==> src/rtl/mem_arbiter_pkg.sv <==
// Shared encodings for mem_arbiter: FSM states, owner codes and grant-vector helpers.
// Also used by arb_pick.
package mem_arbiter_pkg;

    typedef enum logic [1:0] {
        StIdle  = 2'd0,
        StIssue = 2'd1,
        StWait  = 2'd2
    } state_e;

    // Owner codes double as bit positions in the one-hot grant vector.
    localparam logic OWN_IF  = 1'b0;
    localparam logic OWN_LSU = 1'b1;

    function automatic logic gnt_to_owner(input logic [1:0] gnt);
        return gnt[OWN_LSU] ? OWN_LSU : OWN_IF;
    endfunction

endpackage

==> src/rtl/arb_pick.sv <==
// Two-requester grant selection: a lone requester wins.
// On a tie, the requester that did not win most recently wins.
module arb_pick
    import mem_arbiter_pkg::*;
(
    input  logic       if_valid,
    input  logic       lsu_valid,
    input  logic       last_own,
    output logic [1:0] gnt
);

    always_comb begin
        gnt = '0;
        if (if_valid && lsu_valid) begin
            if (last_own == OWN_LSU) begin
                gnt[OWN_IF] = 1'b1;
            end else begin
                gnt[OWN_LSU] = 1'b1;
            end
        end else if (lsu_valid) begin
            gnt[OWN_LSU] = 1'b1;
        end else if (if_valid) begin
            gnt[OWN_IF] = 1'b1;
        end
    end

endmodule

==> src/rtl/mem_arbiter.sv <==
// Arbitrates instruction-fetch and load/store requests onto one memory port, one at a time.
// Define MEM_ARB_RR_EN for round-robin tie-breaking; otherwise LSU has fixed priority.
module mem_arbiter
    import mem_arbiter_pkg::*;
#(
    parameter int unsigned AW = 64,
    parameter int unsigned DW = 64
) (
    input  logic              clk,
    input  logic              rst_n,

    input  logic              if_req_valid,
    output logic              if_req_ready,
    input  logic [AW-1:0]     if_req_addr,
    output logic              if_rsp_valid,
    output logic [DW-1:0]     if_rsp_data,

    input  logic              lsu_req_valid,
    output logic              lsu_req_ready,
    input  logic [AW-1:0]     lsu_req_addr,
    input  logic              lsu_req_wen,
    input  logic [DW-1:0]     lsu_req_wdata,
    input  logic [DW/8-1:0]   lsu_req_wmask,
    output logic              lsu_rsp_valid,
    output logic [DW-1:0]     lsu_rsp_rdata,

    output logic              mem_req_valid,
    input  logic              mem_req_ready,
    output logic [AW-1:0]     mem_req_addr,
    output logic              mem_req_wen,
    output logic [DW-1:0]     mem_req_wdata,
    output logic [DW/8-1:0]   mem_req_wmask,
    input  logic              mem_rsp_valid,
    input  logic [DW-1:0]     mem_rsp_rdata,

    output logic              busy,
    output logic              err
);

    state_e            state_q, state_d;
    logic              owner_q, owner_d;
    logic [AW-1:0]     addr_q, addr_d;
    logic              wen_q, wen_d;
    logic [DW-1:0]     wdata_q, wdata_d;
    logic [DW/8-1:0]   wmask_q, wmask_d;
    logic              err_q, err_d;
    logic              last_own;
    logic [1:0]        gnt;
    logic              accept;

`ifdef MEM_ARB_RR_EN
    logic last_q, last_d;

    always_comb begin
        last_d = last_q;
        if (accept) begin
            last_d = gnt_to_owner(gnt);
        end
    end

    // Resetting to IF lets LSU win the first tie.
    always_ff @(posedge clk or negedge rst_n) begin
        if (!rst_n) begin
            last_q <= OWN_IF;
        end else begin
            last_q <= last_d;
        end
    end

    assign last_own = last_q;
`else
    assign last_own = OWN_IF;
`endif

    arb_pick u_arb_pick (
        .if_valid  (if_req_valid),
        .lsu_valid (lsu_req_valid),
        .last_own  (last_own),
        .gnt       (gnt)
    );

    assign accept = (state_q == StIdle) && (if_req_valid || lsu_req_valid);

    // State register.
    always_ff @(posedge clk or negedge rst_n) begin
        if (!rst_n) begin
            state_q <= StIdle;
        end else begin
            state_q <= state_d;
        end
    end

    // Next-state logic.
    always_comb begin
        state_d = state_q;
        unique case (state_q)
            StIdle:  if (accept)        state_d = StIssue;
            StIssue: if (mem_req_ready) state_d = StWait;
            StWait:  if (mem_rsp_valid) state_d = StIdle;
            default:                    state_d = StIdle;
        endcase
    end

    // Command latch and sticky error.
    always_comb begin
        owner_d = owner_q;
        addr_d  = addr_q;
        wen_d   = wen_q;
        wdata_d = wdata_q;
        wmask_d = wmask_q;
        err_d   = err_q | (mem_rsp_valid && (state_q != StWait));
        if (accept) begin
            owner_d = gnt_to_owner(gnt);
            if (gnt[OWN_LSU]) begin
                addr_d  = lsu_req_addr;
                wen_d   = lsu_req_wen;
                wdata_d = lsu_req_wdata;
                wmask_d = lsu_req_wmask;
            end else begin
                addr_d  = if_req_addr;
                wen_d   = 1'b0;
                wdata_d = '0;
                wmask_d = '0;
            end
        end
    end

    always_ff @(posedge clk or negedge rst_n) begin
        if (!rst_n) begin
            owner_q <= OWN_IF;
            addr_q  <= '0;
            wen_q   <= 1'b0;
            wdata_q <= '0;
            wmask_q <= '0;
            err_q   <= 1'b0;
        end else begin
            owner_q <= owner_d;
            addr_q  <= addr_d;
            wen_q   <= wen_d;
            wdata_q <= wdata_d;
            wmask_q <= wmask_d;
            err_q   <= err_d;
        end
    end

    // Outputs. Readies are gated by rst_n so they stay low while reset is asserted.
    always_comb begin
        if_req_ready  = rst_n && (state_q == StIdle) && gnt[OWN_IF] && if_req_valid;
        lsu_req_ready = rst_n && (state_q == StIdle) && gnt[OWN_LSU] && lsu_req_valid;
        mem_req_valid = (state_q == StIssue);
        mem_req_addr  = addr_q;
        mem_req_wen   = wen_q;
        mem_req_wdata = wdata_q;
        mem_req_wmask = wmask_q;
        if_rsp_valid  = (state_q == StWait) && mem_rsp_valid && (owner_q == OWN_IF);
        lsu_rsp_valid = (state_q == StWait) && mem_rsp_valid && (owner_q == OWN_LSU);
        if_rsp_data   = if_rsp_valid ? mem_rsp_rdata : '0;
        lsu_rsp_rdata = lsu_rsp_valid ? mem_rsp_rdata : '0;
        busy          = (state_q != StIdle);
        err           = err_q;
    end

endmodule

==> config.mk <==
export PLATFORM = sky130hd
export DESIGN_NAME = mem_arbiter
export DESIGN_NICKNAME = d
export VERILOG_FILES = /design/src/rtl/mem_arbiter_pkg.sv /design/src/rtl/arb_pick.sv /design/src/rtl/mem_arbiter.sv
export SDC_FILE = /design/constraint.sdc
export NUM_CORES = 1
export LEC_CHECK = 0
export ABC_AREA = 1
export CAP_MARGIN = 20
export CORE_AREA = 2 2 210 212
export CTS_BUF_LIST = sky130_fd_sc_hd__clkbuf_4 sky130_fd_sc_hd__clkbuf_8
export DETAILED_ROUTE_END_ITERATION = 10
export DIE_AREA = 0 0 212 214
export SYNTH_ARGS = -nofsm -noshare
export SYNTH_HDL_FRONTEND = slang
export SYNTH_SLANG_ARGS = --single-unit
==> constraint.sdc <==
create_clock -name clk -period 3.7 [get_ports clk]
set_clock_uncertainty 0.2 [all_clocks]
set_input_delay 0.37 -clock clk [delete_from_list [all_inputs] [get_ports clk]]
set_output_delay 0.37 -clock clk [all_outputs]
set_load 0.05 [all_outputs]
==> results of run 1 <==
synthesized netlist by cell type:
master / instances / area, um2
nor2_4: 1 / 11.3
nand2_1: 539 / 2020
buf_6: 10 / 113
nand3_1: 76 / 380
buf_2: 45 / 225
inv_1: 73 / 274
o21bai_1: 1 / 7.51
nor2_2: 1 / 6.26
nor2_1: 133 / 499
clkbuf_1: 10 / 37.5
dfrtp_1: 141 / 3530
o21ai_0: 1 / 5.00
inv_2: 1 / 3.75
power by group:
part,internal (mW),switching (mW),total (mW)
Clock,0.538,0.698,1.24
Combinational,1.95,4.45,6.41
Sequential,2.22,0.378,2.60
metal layers:
metal,track usage (%),up-vias,routed length (um)
met5,0,-,11
met1,16.0,3954,13300
li1,-,4077,-
met4,7.00,2,1360
met3,4.13,52,2450
met2,29.5,366,19100
registers in the layout, indices dropped and copies added (netlist names):
name / count
mem_req_addr: 64
mem_req_wdata: 64
mem_req_wmask: 8
state_q: 2
err: 1
mem_req_wen: 1
owner_q: 1
per-stage QoR:
step	hold slack, ns	utilization, %	instance area (um2)	std cells	setup slack, ns
after floorplan	-0.126	-	7110	1032	1.53
after global placement	0.159	30.2	12900	2105	0.804
after detailed placement	0.160	30.2	12900	2105	0.732
after CTS	0.0251	31.1	13300	2138	0.248
after global routing	0.0442	31.1	13300	2141	0.147
final	0.0350	31.1	13300	2142	0.348
cell families (layout without fill, tap and decap cells):
| family | after synthesis | in the layout | share of synthesized area, % |
|---|---|---|---|
| other | 0 | 4 | 0 |
| buffers and inverters | 139 | 660 | 9.18 |
| flip-flops | 141 | 141 | 49.6 |
| AO/OA/AOI/OAI | 2 | 2 | 0.176 |
| AND/OR/NAND/NOR | 750 | 750 | 41.0 |
final cells by class:
cell class | count | area share, %
Timing Repair Buffer | 554 | 40.9
Sequential cell | 141 | 26.5
Multi-Input combinational cell | 752 | 22.2
Tap cell | 585 | 5.49
Inverter | 74 | 2.08
Clock buffer | 17 | 1.76
Clock inverter | 15 | 1.05
Antenna cell | 4 | 0.0751
worst max-delay path: stages (launching register included):
cell and delay, ns:
dfrtp_1 0.41, inv_1 0.08, nor2_2 0.27, nand3_2 0.16, buf_4 0.34, nor2_1 0.18, clkdlybuf4s50_1 0.82
final timing paths:
path,startpoint,endpoint,slack [ns],cells past startpoint
worst max-delay path,state_q[1],lsu_rsp_rdata[58],0.35,6
worst min-delay path,lsu_req_valid,owner_q,0.03,3
worst max register to register,state_q[1],mem_req_addr[27],1.72,6
worst min register to register,mem_req_wmask[4],mem_req_wmask[4],0.28,2
max in group asynchronous,rst_n,mem_req_wdata[27],2.07,3
min in group asynchronous,rst_n,mem_req_addr[54],0.18,2
timing repair:
item                                   CTS  global route
endpoints found under the hold margin   49             0
hold buffers                             1             0
gates resized for setup                  0             0
setup buffers                            0             0
==> summary.md, run 1 <==
| Metric | Value |
|---|---|
| Status | `completed` |
| CTS tree | `built` |
| Fin. Hold Viols | `0` |
| CTS Buf Count | `17` |
| Worst vdd ir | `0.395 mV` |
| Total power | `between 10 and 15 mW` |
| Type of the most critical hold path | `in2reg` |
| Clock latency on the worst-skew pair | `approximately 0.50 ns` |
| Nets | `1811` |
| Initial DRC count | `between 300 and 400` |
| Die width | `around 210 um` |
| Antenna viol nets, final | `0` |
| Register area | `between 3000 and 4000 um2` |
| Placer Congestion | `~0.87` |
| Fmax | `between 0.2 and 0.3 GHz` |
| Synth Warn # | `0` |
| Setup TNS | `0 ns` |
| Post-Syn Instances | `1032` |
| Number of antenna violations at the first check in global routing | `7` |
| Congestion Overflow GR | `0` |
| Critical path startpoint category | `flip-flop` |
| MaxCap Viol Count | `0` |
| Setup CP Type | `reg2out` |
| Die Y-Extent | `~210 um` |
| Netlist Area Pre-Place | `about 7100 um2` |
| CTS H-Tree Depth | `4` |
| Core outline area | `~43000 um2` |
| # port buffers | `542` |
| Max Slew Vio Count | `0` |
| Fill count | `roughly 4.6k` |
| Vias per std cell | `3.95` |
| Final wirelength | `36100 um` |
| Worst-margin pin slew | `between 0.9 and 1 ns` |
| Post-route minimum period | `roughly 3.4 ns` |
| Hpwl dp | `about 29000 um` |
| Period utilization | `~90%` |
| Leakage | `between 6 and 7 nW` |
| Worst-path maximum fanout | `65` |
| Syn nets | `between 1k and 1.5k` |
| Register area share after synthesis | `49.6%` |
| Synth Area per Inst | `~7 um2` |
| Most common cell after layout, fill and taps aside | `nand2_1` |
| Pwr/cell area | `768 nW/um2` |
| DR WL/cell | `16.9 um` |
| Die area | `about 45000 um2` |
| Vias | `about 8.5k` |
| Initial core utilization | `16.6%` |
| RSZ-0062 raised after global routing | `false` |
| Netlist cell types | `13` |
| Clock transition at path regs | `around 0.09 ns` |
| Max-slew headroom | `36.0%` |
| Critical path data required time | `3.13 ns` |
| IO Pins | `around 540` |
| Largest net degree at the start of global routing | `just over 90` |
| Clock Path Buffers | `2` |
| Area occupied by multi-input gates | `a little under 3000 um2` |
| FF+latch count, synth | `141` |
| Area grow syn2layout | `87.4%` |
| Most frequent cells in the layout | `nand2_1, clkdlybuf4s50_1, dfrtp_1` |
| Worst path arrival time | `about 2.8 ns` |
| First-pass GRT wire length | `about 52000 um` |
| Gr usage total | `15.7%` |
| # clock sinks | `about 140` |
| # rows | `76` |
| Drt first pass iters | `5` |
| Setup violations, final | `0` |
| Ratio of cells with drive above 1 in the final layout | `5.73%` |
| Vias in the first global route | `approximately 8.3k` |
| Crit. End Element | `primary output` |
| Residual DRC | `0` |
| Root Driver | `clkbuf_8` |
No activity file was read; power rests on OpenSTA's default activity.
==> run 2, diff against run 1 <==
- GPL_ROUTABILITY_DRIVEN: default -> 1
- SKIP_CTS_REPAIR_TIMING: default -> 1
==> results of run 2 <==
No change in the layout: final DEF, timing and power equal those of run 1.
Main changes from that run: wire length of the first global-routing pass 52300 um -> 52200 um; via count of the first global-routing pass 8328 -> 8324
